[config.mk]
export PLATFORM = sky130hd
export DESIGN_NAME = config_loader
export DESIGN_NICKNAME = d
export VERILOG_FILES = /design/src/rtl/config_loader.sv
export SDC_FILE = /design/constraint.sdc
export NUM_CORES = 1
export LEC_CHECK = 0
export ABC_AREA = 1
export CORE_MARGIN = 5
export CORE_UTILIZATION = 56
export DETAILED_ROUTE_END_ITERATION = 6
export MAX_ROUTING_LAYER = met4
export PLACE_DENSITY = 0.87
export SYNTH_ARGS = -nofsm -noshare
export SYNTH_HDL_FRONTEND = slang
export SYNTH_SLANG_ARGS = --single-unit
[constraint.sdc]
create_clock -name clk -period 2.5 [get_ports clk]
set_input_delay 0.25 -clock clk [delete_from_list [all_inputs] [get_ports clk]]
set_output_delay 0.25 -clock clk [all_outputs]
set_load 0.01 [all_outputs]
[src/rtl/config_loader.sv]
// rtl/config_loader.sv - serial master that writes or non-destructively reads the ConfigStore shift chain
module config_loader #(
    parameter int WIDTH   = 18,
    parameter int CLK_DIV = 1
) (
    input  logic             clk,
    input  logic             reset,
    input  logic             start,
    input  logic             writeEn,
    input  logic [WIDTH-1:0] writeData,
    output logic             busy,
    output logic             done,
    output logic [WIDTH-1:0] readData,
    output logic             serialEn,
    output logic             serialIn,
    input  logic             serialOut
);

    localparam int CNT_W = $clog2(WIDTH + 1);
    localparam int DIV_W = (CLK_DIV > 1) ? $clog2(CLK_DIV) : 1;
    localparam logic [DIV_W-1:0] DIV_LAST = DIV_W'(CLK_DIV - 1);
    localparam logic [CNT_W-1:0] BIT_LAST = CNT_W'(WIDTH - 1);

    typedef enum logic [1:0] {
        IDLE  = 2'd0,
        SHIFT = 2'd1,
        DONE  = 2'd2
    } state_t;

    state_t           state;
    state_t           stateNext;
    logic [WIDTH-1:0] txShift;
    logic [WIDTH-1:0] rxShift;
    logic [WIDTH-1:0] rxNext;
    logic             mode;
    logic [CNT_W-1:0] bitCnt;
    logic [DIV_W-1:0] divCnt;
    logic             shiftNow;
    logic             lastBit;

    always_comb begin
        stateNext = state;
        shiftNow  = (state == SHIFT) && (divCnt == DIV_LAST);
        lastBit   = shiftNow && (bitCnt == BIT_LAST);
        // The final bit arrives on the same edge that loads readData.
        rxNext    = {rxShift[WIDTH-2:0], serialOut};
        case (state)
            IDLE:    if (start) stateNext = SHIFT;
            SHIFT:   if (lastBit) stateNext = DONE;
            DONE:    stateNext = IDLE;
            default: stateNext = IDLE;
        endcase
    end

    always_ff @(posedge clk or posedge reset) begin
        if (reset) begin
            state <= IDLE;
        end else begin
            state <= stateNext;
        end
    end

    always_ff @(posedge clk or posedge reset) begin
        if (reset) begin
            txShift  <= '0;
            rxShift  <= '0;
            readData <= '0;
            mode     <= 1'b0;
            bitCnt   <= '0;
            divCnt   <= '0;
        end else begin
            case (state)
                IDLE: begin
                    if (start) begin
                        txShift <= writeData;
                        mode    <= writeEn;
                        bitCnt  <= '0;
                        divCnt  <= '0;
                    end
                end
                SHIFT: begin
                    if (shiftNow) begin
                        divCnt  <= '0;
                        rxShift <= rxNext;
                        txShift <= {txShift[WIDTH-2:0], 1'b0};
                        bitCnt  <= bitCnt + CNT_W'(1);
                        if (lastBit) readData <= rxNext;
                    end else begin
                        divCnt <= divCnt + DIV_W'(1);
                    end
                end
                default: ;
            endcase
        end
    end

    assign busy     = (state != IDLE);
    assign done     = (state == DONE);
    assign serialEn = shiftNow;
    // Recirculate mode feeds the store's MSB straight back so a read leaves it intact.
    assign serialIn = (state == SHIFT) && (mode ? txShift[WIDTH-1] : serialOut);

endmodule

==> results of run 1 <==
==> per-layer routing <==
layer	vias up	part of all wire, %
li1	1052	-
met1	957	44
met2	62	48
met3	18	4.3
met4	0	3.5
met5	-	0
==> metrics by stage <==
step	hold WS (ns)	utilization (%)	cell area, um^2
2_1_floorplan	0.360	-	2670
6_report	0.308	70.4	3280
4_1_cts	0.330	70.4	3280
3_5_place_dp	0.472	66.9	3120
3_3_place_gp	0.453	66.9	3120
5_1_grt	0.383	70.4	3280
==> power by group <==
part / internal (mW) / total (mW) / switching (mW)
sequential: 1.43 / 1.67 / 0.240
combinational: 0.626 / 1.40 / 0.776
clock: 0.393 / 0.736 / 0.343
total: 2.45 / 3.81 / 1.36
==> final cells by class <==
class,instances,share of cell area (%)
Sequential cell,62,47.3
Multi-Input combinational cell,195,26.5
Timing Repair Buffer,49,14.6
Inverter,41,4.69
Clock buffer,11,4.61
Tap cell,54,2.06
Clock inverter,2,0.305
==> worst max-delay path: cells and delay by family, from the launching register on <==
kind                   cells  cell delay (ns)
buffers and inverters      3             0.79
AND/OR/NAND/NOR            1             0.09
AO/OA/AOI/OAI              2             0.27
flip-flops                 1             0.38
==> worst min path at each step <==
stage                             start                  endpoint  slack, ns  cells past startpoint
3_3_place_gp    rxShift[16]$_DFFE_PP0P_  readData[17]$_DFFE_PP0P_       0.45                      2
2_1_floorplan                   writeEn          mode$_DFFE_PP0P_       0.36                      2
6_report                          reset    txShift[9]$_DFFE_PP0P_       0.31                      2
4_1_cts                           reset    txShift[9]$_DFFE_PP0P_       0.33                      2
5_1_grt                           reset   txShift[11]$_DFFE_PP0P_       0.38                      2
3_5_place_dp   readData[16]$_DFFE_PP0P_  readData[16]$_DFFE_PP0P_       0.47                      2
==> state kept, by name, summed over array words and instances, names as in the netlist <==
name / cells
rxShift: 17
bitCnt: 5
txShift: 18
divCnt: 1
mode: 1
state: 2
readData: 18
==> kinds of logic after synthesis <==
logic type,count (synthesis)
AND/OR/NAND/NOR,128
AO/OA/AOI/OAI,65
flip-flops,62
adder cells (fa/ha/maj),2
buffers and inverters,56
==> cell usage in the layout, fill, tap and decap left out <==
master           instances
nor3_1                   1
nand2_1                111
buf_4                    5
or2_2                    1
clkinv_1                 1
clkdlybuf4s50_1         44
nor2_1                   6
o21ai_2                  3
nand4_1                  2
clkbuf_8                11
inv_1                   39
a21oi_1                  2
inv_2                    1
nand3_1                  4
clkinv_2                 2
dfrtp_1                 62
nand2_2                  2
nor2_4                   1
ha_1                     2
o21ai_0                 58
o21ai_1                  2
==> qor.yml, run 1 <==
status: "finished, final reports clean"
cp_max_fo: 4
grt_pass1_wl_um: 9600
synth_nets: 338
yosysUniqueCellTypes: 19
fin_crit_sh_pct: 84.9
rrSetupSlack_ns: 0.58
synth-compound-area-share_pct: 12.6
drtIter0Drc: 154
routabilityCongestion: 0.848
fill_cells: 337
setup-violations-final: 0
cap_violations: 0
layoutNonFillerInstCount: 414
routed-via-count: 2089
grt_pass1_vias: 2054
ys_ff_latch: 62
fin_ws_ns: 0.377
netlist.top_cell.by_area: "dfrtp_1"
maxSlewHeadroom_pct: 60.0
path_common_cell: "inv_1"
path_cells: "inv_1 -> nand2_2 -> inv_1 -> o21ai_0 -> a21oi_1 -> clkdlybuf4s50_1"
met1_usage_pct: 27.3
skew_ns: 0.00690
cts_setup_buffers: 0
reg2reg_depth: 6
syn-cell-area_mm2: 0.00267
rsz0062_at_grt: "no"
grt_start_max_net_pins: 40
worstPathRequired_ns: 2.25
synth_commonest_cells: "nand2_1 (111), dfrtp_1 (62), o21ai_0 (58), inv_1 (40), buf_2 (7)"
fin_crit_ns: 2.12
synth-async-reset-ratio_pct: 100
ys.flop_type: "dfrtp_1"
ys_seq_area_share_pct: 58.1
antenna_found_initial: 0
viasPerCell: 5.05
grt.met3_usage_pct: 4.20
num_antenna_cells: 0
synth.most_common_cell: "nand2_1"
arrival_ns: 1.87
die_x_um: 79.0
syn_inst: 313
p_leak_nw: 1.60
synth_mux_area_share_pct: 0
coreArea_mm2: 0.00466
r2r_end: "state[0]$_DFFE_PP0P_"
synthTopCellsByArea: "dfrtp_1 (58%), nand2_1 (16%), o21ai_0 (11%)"
clkSinkCount: 62
finalWirelength_um: 5490
dp.cells: 401
final_nets: 383
dp_hpwl_um: 3690
synth_top_family_by_area: "simple AND/OR/NAND/NOR gates"
globalRouteMet2Util_pct: 29.0
ir_drop_mv: 0.847
rows: 25
cp_slowest_cell: "clkdlybuf4s50_1"
cp-startpoint: "state[1]$_DFFE_PP0P_"
drive_gt1_share_pct: 7.22
cts_tree: "built"
clockBufferDepth: 2
synth_edf_count: 0
cp-end-kind: "output pin"
seq_area_mm2: 0.00155
hp-class: "input port to asynchronous set/reset pin"
htree_levels: 3
hold_viol_final: 0
synthSimpleGateAreaFrac_pct: 19.0
clock_latency_ns: 0.33
worstMarginPinSlew_ns: 0.600
synthAdderAreaFrac_pct: 0.938
setup_tns_ns: 0
cts_hold_buf: 0
ant_nets: 0
syn_area_per_cell_um2: 8.53
remaining_drc_errors: 0
pin_count: 45
max_stage_delay_ns: 0.56
slew_violations: 0
grt_remaining_overflow: 0
power_density_mw_per_mm2: 1160
multi_input_area_um2: 868
place_ws_ns: 0.614
track_usage_pct: 20.5
cts_made_buffers: 9
yosysWarnings: 0
power_mw: 3.81
grt.busiest_layer: "met2"
portBuffers: 44
max_freq_ghz: 0.471
wire_per_inst_um: 13.3
r2r-start: "bitCnt[0]$_DFFE_PP0P_"
dieArea_mm2: 0.00625
root_buffer: "clkbuf_8"
syn_to_final_growth_pct: 22.9
cts_resized: 0
drt-pass1-iter-count: 4
path_class: "register to output pin"
clk_pin_slew_worst_paths_ns: 0.06
synth_top_cell_area_share_pct: 58.1
start_util_pct: 57.3
yosys.area_share.xor_xnor_pct: 0
critPathCapture: "serialIn"
die_y_um: 79.0
startpoint_type: "register"
Power figures use the tool's default switching activity.
==> run 2, diff against run 1 <==
--- a/config.mk
+++ b/config.mk
@@ -7,10 +7,10 @@
 export LEC_CHECK = 0
 export ABC_AREA = 1
 export CORE_MARGIN = 5
-export CORE_UTILIZATION = 56
+export CORE_UTILIZATION = 47
 export DETAILED_ROUTE_END_ITERATION = 6
 export MAX_ROUTING_LAYER = met4
-export PLACE_DENSITY = 0.87
+export PLACE_DENSITY = 0.78
 export SYNTH_ARGS = -nofsm -noshare
 export SYNTH_HDL_FRONTEND = slang
 export SYNTH_SLANG_ARGS = --single-unit
==> constraint.sdc (replaced) <==
create_clock -name clk -period 1.95 [get_ports clk]
set_input_delay 0.195 -clock clk [delete_from_list [all_inputs] [get_ports clk]]
set_output_delay 0.195 -clock clk [all_outputs]
set_load 0.01 [all_outputs]
==> run 2 against run 1 <==
Sequential share of layout area shrank 1.9 points. Clock skew is essentially flat. Via count shrank 2.2%. Critical path type unchanged.
==> qor.yml, run 2 (same netlist as run 1, synthesis figures left out) <==
hp-class: "input port to asynchronous set/reset pin"
fill_cells: 467  # +39%
wire_per_inst_um: 11.5  # -13%
fin_crit_sh_pct: 91.6
pin_count: 45  # unchanged
max_freq_ghz: 0.560
die_x_um: 85.4  # +8.0%
maxSlewHeadroom_pct: 68.5  # +8.5 points
routed-via-count: 2042  # -2.2%
finalWirelength_um: 5040  # -8.1%
dp.cells: 421  # +5.0%
startpoint_type: "register"
drt-pass1-iter-count: 4  # unchanged
die_y_um: 85.4  # +8.0%
remaining_drc_errors: 0  # unchanged
setup_tns_ns: 0  # unchanged
power_density_mw_per_mm2: 1540  # +33%
cts_hold_buf: 0  # unchanged
fin_crit_ns: 1.79
start_util_pct: 48.5  # -8.8 points
layout_common_cells: "nand2_1 (111), dfrtp_1 (62), o21ai_0 (58)"
coreArea_mm2: 0.00551  # +18%
cts_resized: 1  # +1
grt.busiest_layer: "met2"
arrival_ns: 1.59  # -0.28 ns
final_nets: 385  # +0.52%
hold_viol_final: 0  # unchanged
clk_pin_slew_worst_paths_ns: 0.06  # about the same
final_common_cell: "nand2_1"
drive_gt1_share_pct: 7.95  # +0.72 points
globalRouteMet2Util_pct: 23.0  # -6.1 points
root_buffer: "clkbuf_8"
cp_max_fo: 4  # unchanged
portBuffers: 44  # unchanged
slew_violations: 0  # unchanged
clockBufferDepth: 2  # unchanged
track_usage_pct: 15.7  # -4.9 points
setup-violations-final: 0  # unchanged
viasPerCell: 4.67  # -7.4%
path_class: "register to output pin"
grt_remaining_overflow: 0  # unchanged
ir_drop_mv: 0.649  # -23%
top_regs: "readData: 18 flops, txShift: 18 flops, rxShift: 17 flops"
syn_to_final_growth_pct: 28.0
worstPathRequired_ns: 1.75  # -0.50 ns
dp_hpwl_um: 3360  # -8.9%
multi_input_area_um2: 868  # unchanged
routabilityCongestion: 0.755  # -11%
ant_nets: 0  # unchanged
rows: 27  # +8.0%
grt_start_max_net_pins: 63  # +57%
status: "finished, final reports clean"
grt_pass1_vias: 1960  # -4.6%
cts_tree: "built"
cap_violations: 0  # unchanged
met1_usage_pct: 19.4  # -7.9 points
htree_levels: 3  # unchanged
clock_latency_ns: 0.33  # about the same
cts_made_buffers: 9  # unchanged
seq_area_mm2: 0.00155  # unchanged
skew_ns: 0.00703  # +0.000127 ns
num_antenna_cells: 0  # unchanged
antenna_found_initial: 0  # unchanged
whs_ns: 0.237  # -0.0716 ns
grt_pass1_wl_um: 8630  # -10%
cts_setup_buffers: 0  # unchanged
drtIter0Drc: 99  # -36%
p_leak_nw: 1.65  # +3.2%
clkSinkCount: 62  # unchanged
grt.met3_usage_pct: 5.63  # +1.4 points
cp-end-kind: "output pin"
layoutNonFillerInstCount: 437  # +5.6%
rsz0062_at_grt: "no"
worstMarginPinSlew_ns: 0.471  # -0.128 ns
dieArea_mm2: 0.00729  # +17%
run 2: area by class of cell:
cell class	count	share of cell area [%]
Clock buffer	13	4.65
Clock inverter	3	2.64
Inverter	41	4.50
Sequential cell	62	45.4
Timing Repair Buffer	51	14.8
Tap cell	72	2.64
Multi-Input combinational cell	195	25.4
run 2: worst paths after layout:
kind / startpoint / end / slack [ns] / cells after the start
max in group asynchronous: reset / txShift[12]$_DFFE_PP0P_ / 1.44 / 3
hold reg to reg: readData[14]$_DFFE_PP0P_ / readData[14]$_DFFE_PP0P_ / 0.48 / 2
setup reg to reg: state[0]$_DFFE_PP0P_ / txShift[13]$_DFFE_PP0P_ / 0.37 / 6
hold / removal: reset / txShift[9]$_DFFE_PP0P_ / 0.24 / 3
min in group clk: writeEn / mode$_DFFE_PP0P_ / 0.40 / 3
setup / recovery: state[1]$_DFFE_PP0P_ / serialEn / 0.16 / 4
run 2: report_power, final:
group	internal (mW)	switching [mW]
clock network	0.921	0.475
logic	0.812	0.949
registers	1.83	0.284
run 2: layer usage:
| layer | routed length, um | vias up |
|---|---|---|
| li1 | - | 1065 |
| met1 | 2410 | 929 |
| met2 | 2280 | 42 |
| met3 | 254 | 6 |
| met4 | 91 | 0 |
| met5 | 0 | - |
run 2: critical path, cell delays in order (launching register included):
cell and delay, ns:
dfrtp_1 0.38, inv_1 0.12, nand2_2 0.09, nor2_4 0.11, clkdlybuf4s50_1 0.55
run 2: per-stage QoR:
step	power [mW]	util, %	worst slack, ns	area, um^2
floorplan	3.21	-	0.214	2670
global placement	3.86	57.6	0.242	3170
detailed placement	3.92	57.6	0.218	3170
CTS	5.33	62.1	0.161	3420
global route	5.70	62.1	0.0662	3420
finish	5.27	62.1	0.164	3420
==> run 3, diff against run 2 <==
--- a/config.mk
+++ b/config.mk
@@ -11,6 +11,8 @@
 export DETAILED_ROUTE_END_ITERATION = 6
 export MAX_ROUTING_LAYER = met4
 export PLACE_DENSITY = 0.78
+export RECOVER_POWER = 50
+export SLEW_MARGIN = 20
 export SYNTH_ARGS = -nofsm -noshare
 export SYNTH_HDL_FRONTEND = slang
 export SYNTH_SLANG_ARGS = --single-unit
==> run 3 against run 2 <==
Non-clock buffer count unchanged. Worst setup slack better by 0.0090 ns. Hold slack better by 0.17 ns. Via count up 0.34%. Design area down 0.55%. Total power down 0.25%. Count of clock-buffer cells in the layout unchanged. Cell count unchanged. Clock skew up 0.00065 ns. Register-to-register slack worse by 0.08 ns. First-iteration DRC count up 9.1%. Clock power about the same. Largest cell class unchanged.
==> qor.yml, run 3 (same netlist as run 1, synthesis figures left out) <==
viasPerCell: 4.69  # +0.34%
track_usage_pct: 15.7  # unchanged
skew_ns: 0.00768  # +0.000655 ns
clockBufferDepth: 2  # unchanged
top_regs: "readData: 18 flops, txShift: 18 flops, rxShift: 17 flops"
layout_common_cells: "nand2_1 (111), dfrtp_1 (62), o21ai_0 (58)"
grt_start_max_net_pins: 63  # unchanged
die_y_um: 85.4  # unchanged
final_common_cell: "nand2_1"
pin_count: 45  # unchanged
routabilityCongestion: 0.755  # unchanged
seq_area_mm2: 0.00155  # unchanged
grt_pass1_wl_um: 8630  # unchanged
dieArea_mm2: 0.00729  # unchanged
clock_latency_ns: 0.33  # about the same
path_cells: "inv_1 -> nand2_2 -> nor2_4 -> clkdlybuf4s50_1"
cp-end-kind: "output pin"
place_ws_ns: 0.218  # unchanged
ant_nets: 0  # unchanged
drive_gt1_share_pct: 7.40  # -0.55 points
p_leak_nw: 1.64  # -0.67%
setup-violations-final: 0  # unchanged
drtIter0Drc: 108  # +9.1%
portBuffers: 44  # unchanged
num_antenna_cells: 0  # unchanged
fin_util_pct: 61.7  # -0.34 points
slew_violations: 0  # unchanged
dp_hpwl_um: 3360  # unchanged
fill_cells: 469  # +0.43%
syn_to_final_growth_pct: 27.3
antenna_found_initial: 0  # unchanged
cts_hold_buf: 0  # unchanged
p_sw_share_pct: 32.4  # about the same
grt_remaining_overflow: 0  # unchanged
grt_pass1_vias: 1960  # unchanged
multi_input_area_um2: 868  # unchanged
cts_made_buffers: 9  # unchanged
arrival_ns: 1.58  # about the same
remaining_drc_errors: 0  # unchanged
drt-pass1-iter-count: 4  # unchanged
cp-startpoint: "state[1]$_DFFE_PP0P_"
cp_max_fo: 4  # unchanged
r2r-start: "state[1]$_DFFE_PP0P_"
rsz0062_at_grt: "no"
p_clk_share_pct: 26.5  # about the same
clk_pin_slew_worst_paths_ns: 0.06  # about the same
ir_drop_mv: 0.649  # about the same
rows: 27  # unchanged
fin_ws_ns: 0.174  # +0.00901 ns
switchingPower_mw: 1.70  # -0.19%
cts_tree: "built"
worstPathRequired_ns: 1.75  # about the same
routed-via-count: 2049  # +0.34%
max_stage_delay_ns: 0.55  # about the same
pwr-share-comb_pct: 33.3  # about the same
final_nets: 385  # unchanged
wire_per_inst_um: 11.5  # about the same
die_x_um: 85.4  # unchanged
clkSinkCount: 62  # unchanged
root_buffer: "clkbuf_8"
startpoint_type: "register"
finalWirelength_um: 5050  # about the same
status: "finished, final reports clean"
setup_tns_ns: 0  # unchanged
final_area_mm2: 0.00340  # -0.55%
placed_area_mm2: 0.00317  # unchanged
hold_path_startpoint: "writeEn"
p_seq_share_pct: 40.2  # about the same
p_int_mw: 3.56  # -0.28%
hp-class: "input port to register"
fin_crit_sh_pct: 91.1  # -0.46 points
htree_levels: 3  # unchanged
start_util_pct: 48.5  # unchanged
cap_violations: 0  # unchanged
max_freq_ghz: 0.563  # +0.51%
worstMarginPinSlew_ns: 1.34  # +0.867 ns
fin_crit_ns: 1.78  # -0.00901 ns
maxSlewHeadroom_pct: 10.8  # -58 points
power_density_mw_per_mm2: 1550  # +0.30%
coreArea_mm2: 0.00551  # unchanged
cp_slowest_cell: "clkdlybuf4s50_1"
hold_viol_final: 0  # unchanged
path_class: "register to output pin"
-- run 3: per-layer routing --
metal  GRT usage, %  share of wire [%]
met4           7.05                1.5
met3           5.63                4.8
met2           23.0                 46
met1           19.4                 48
met5              -                  0
-- run 3: path summary, 6_finish.rpt --
check / depth (start not counted) / endpoint / slack, ns
setup reg to reg: 8 / readData[4]$_DFFE_PP0P_ / 0.29
hold / removal: 3 / mode$_DFFE_PP0P_ / 0.41
hold reg to reg: 2 / readData[14]$_DFFE_PP0P_ / 0.48
min in group asynchronous: 3 / txShift[9]$_DFFE_PP0P_ / 0.76
max in group asynchronous: 3 / txShift[12]$_DFFE_PP0P_ / 0.37
setup / recovery: 4 / serialEn / 0.17
-- run 3: repair_timing --
action,4_1_cts,5_1_grt
setup endpoints to repair,1,0
resized for setup,1,0
setup buffers,0,0
-- run 3: critical path: cells and delay by family, from the launching register on --
kind | cells | cell delay [ns]
buffers and inverters | 2 | 0.67
DFF | 1 | 0.38
and+or+nand+nor | 2 | 0.20
-- run 3: cell type report --
type                    instances  area share (%)
flip-flops and latches         62            45.7
multi-input cells             195            25.6
repair buffers                 51            14.3
clock buffers                  13            4.68
inverters                      41            4.53
clock inverters                 3            2.65
well taps                      72            2.65
-- run 3: power by group through the flow --
stage	Sequential [mW]	Combinational, mW	Clock (mW)
2_1_floorplan	2.17	1.04	0
3_3_place_gp	2.12	1.74	0
3_5_place_dp	2.14	1.78	0
4_1_cts	2.12	1.79	1.42
5_1_grt	2.19	2.02	1.48
6_report	2.12	1.75	1.39
-- run 3: metrics by stage --
stage | power, mW | hold WS, ns | cells
floorplan | 3.21 | 0.305 | 313
global placement | 3.86 | 0.461 | 421
detailed placement | 3.92 | 0.465 | 421
CTS | 5.33 | 0.254 | 437
global route | 5.69 | 0.452 | 437
finish | 5.26 | 0.408 | 437
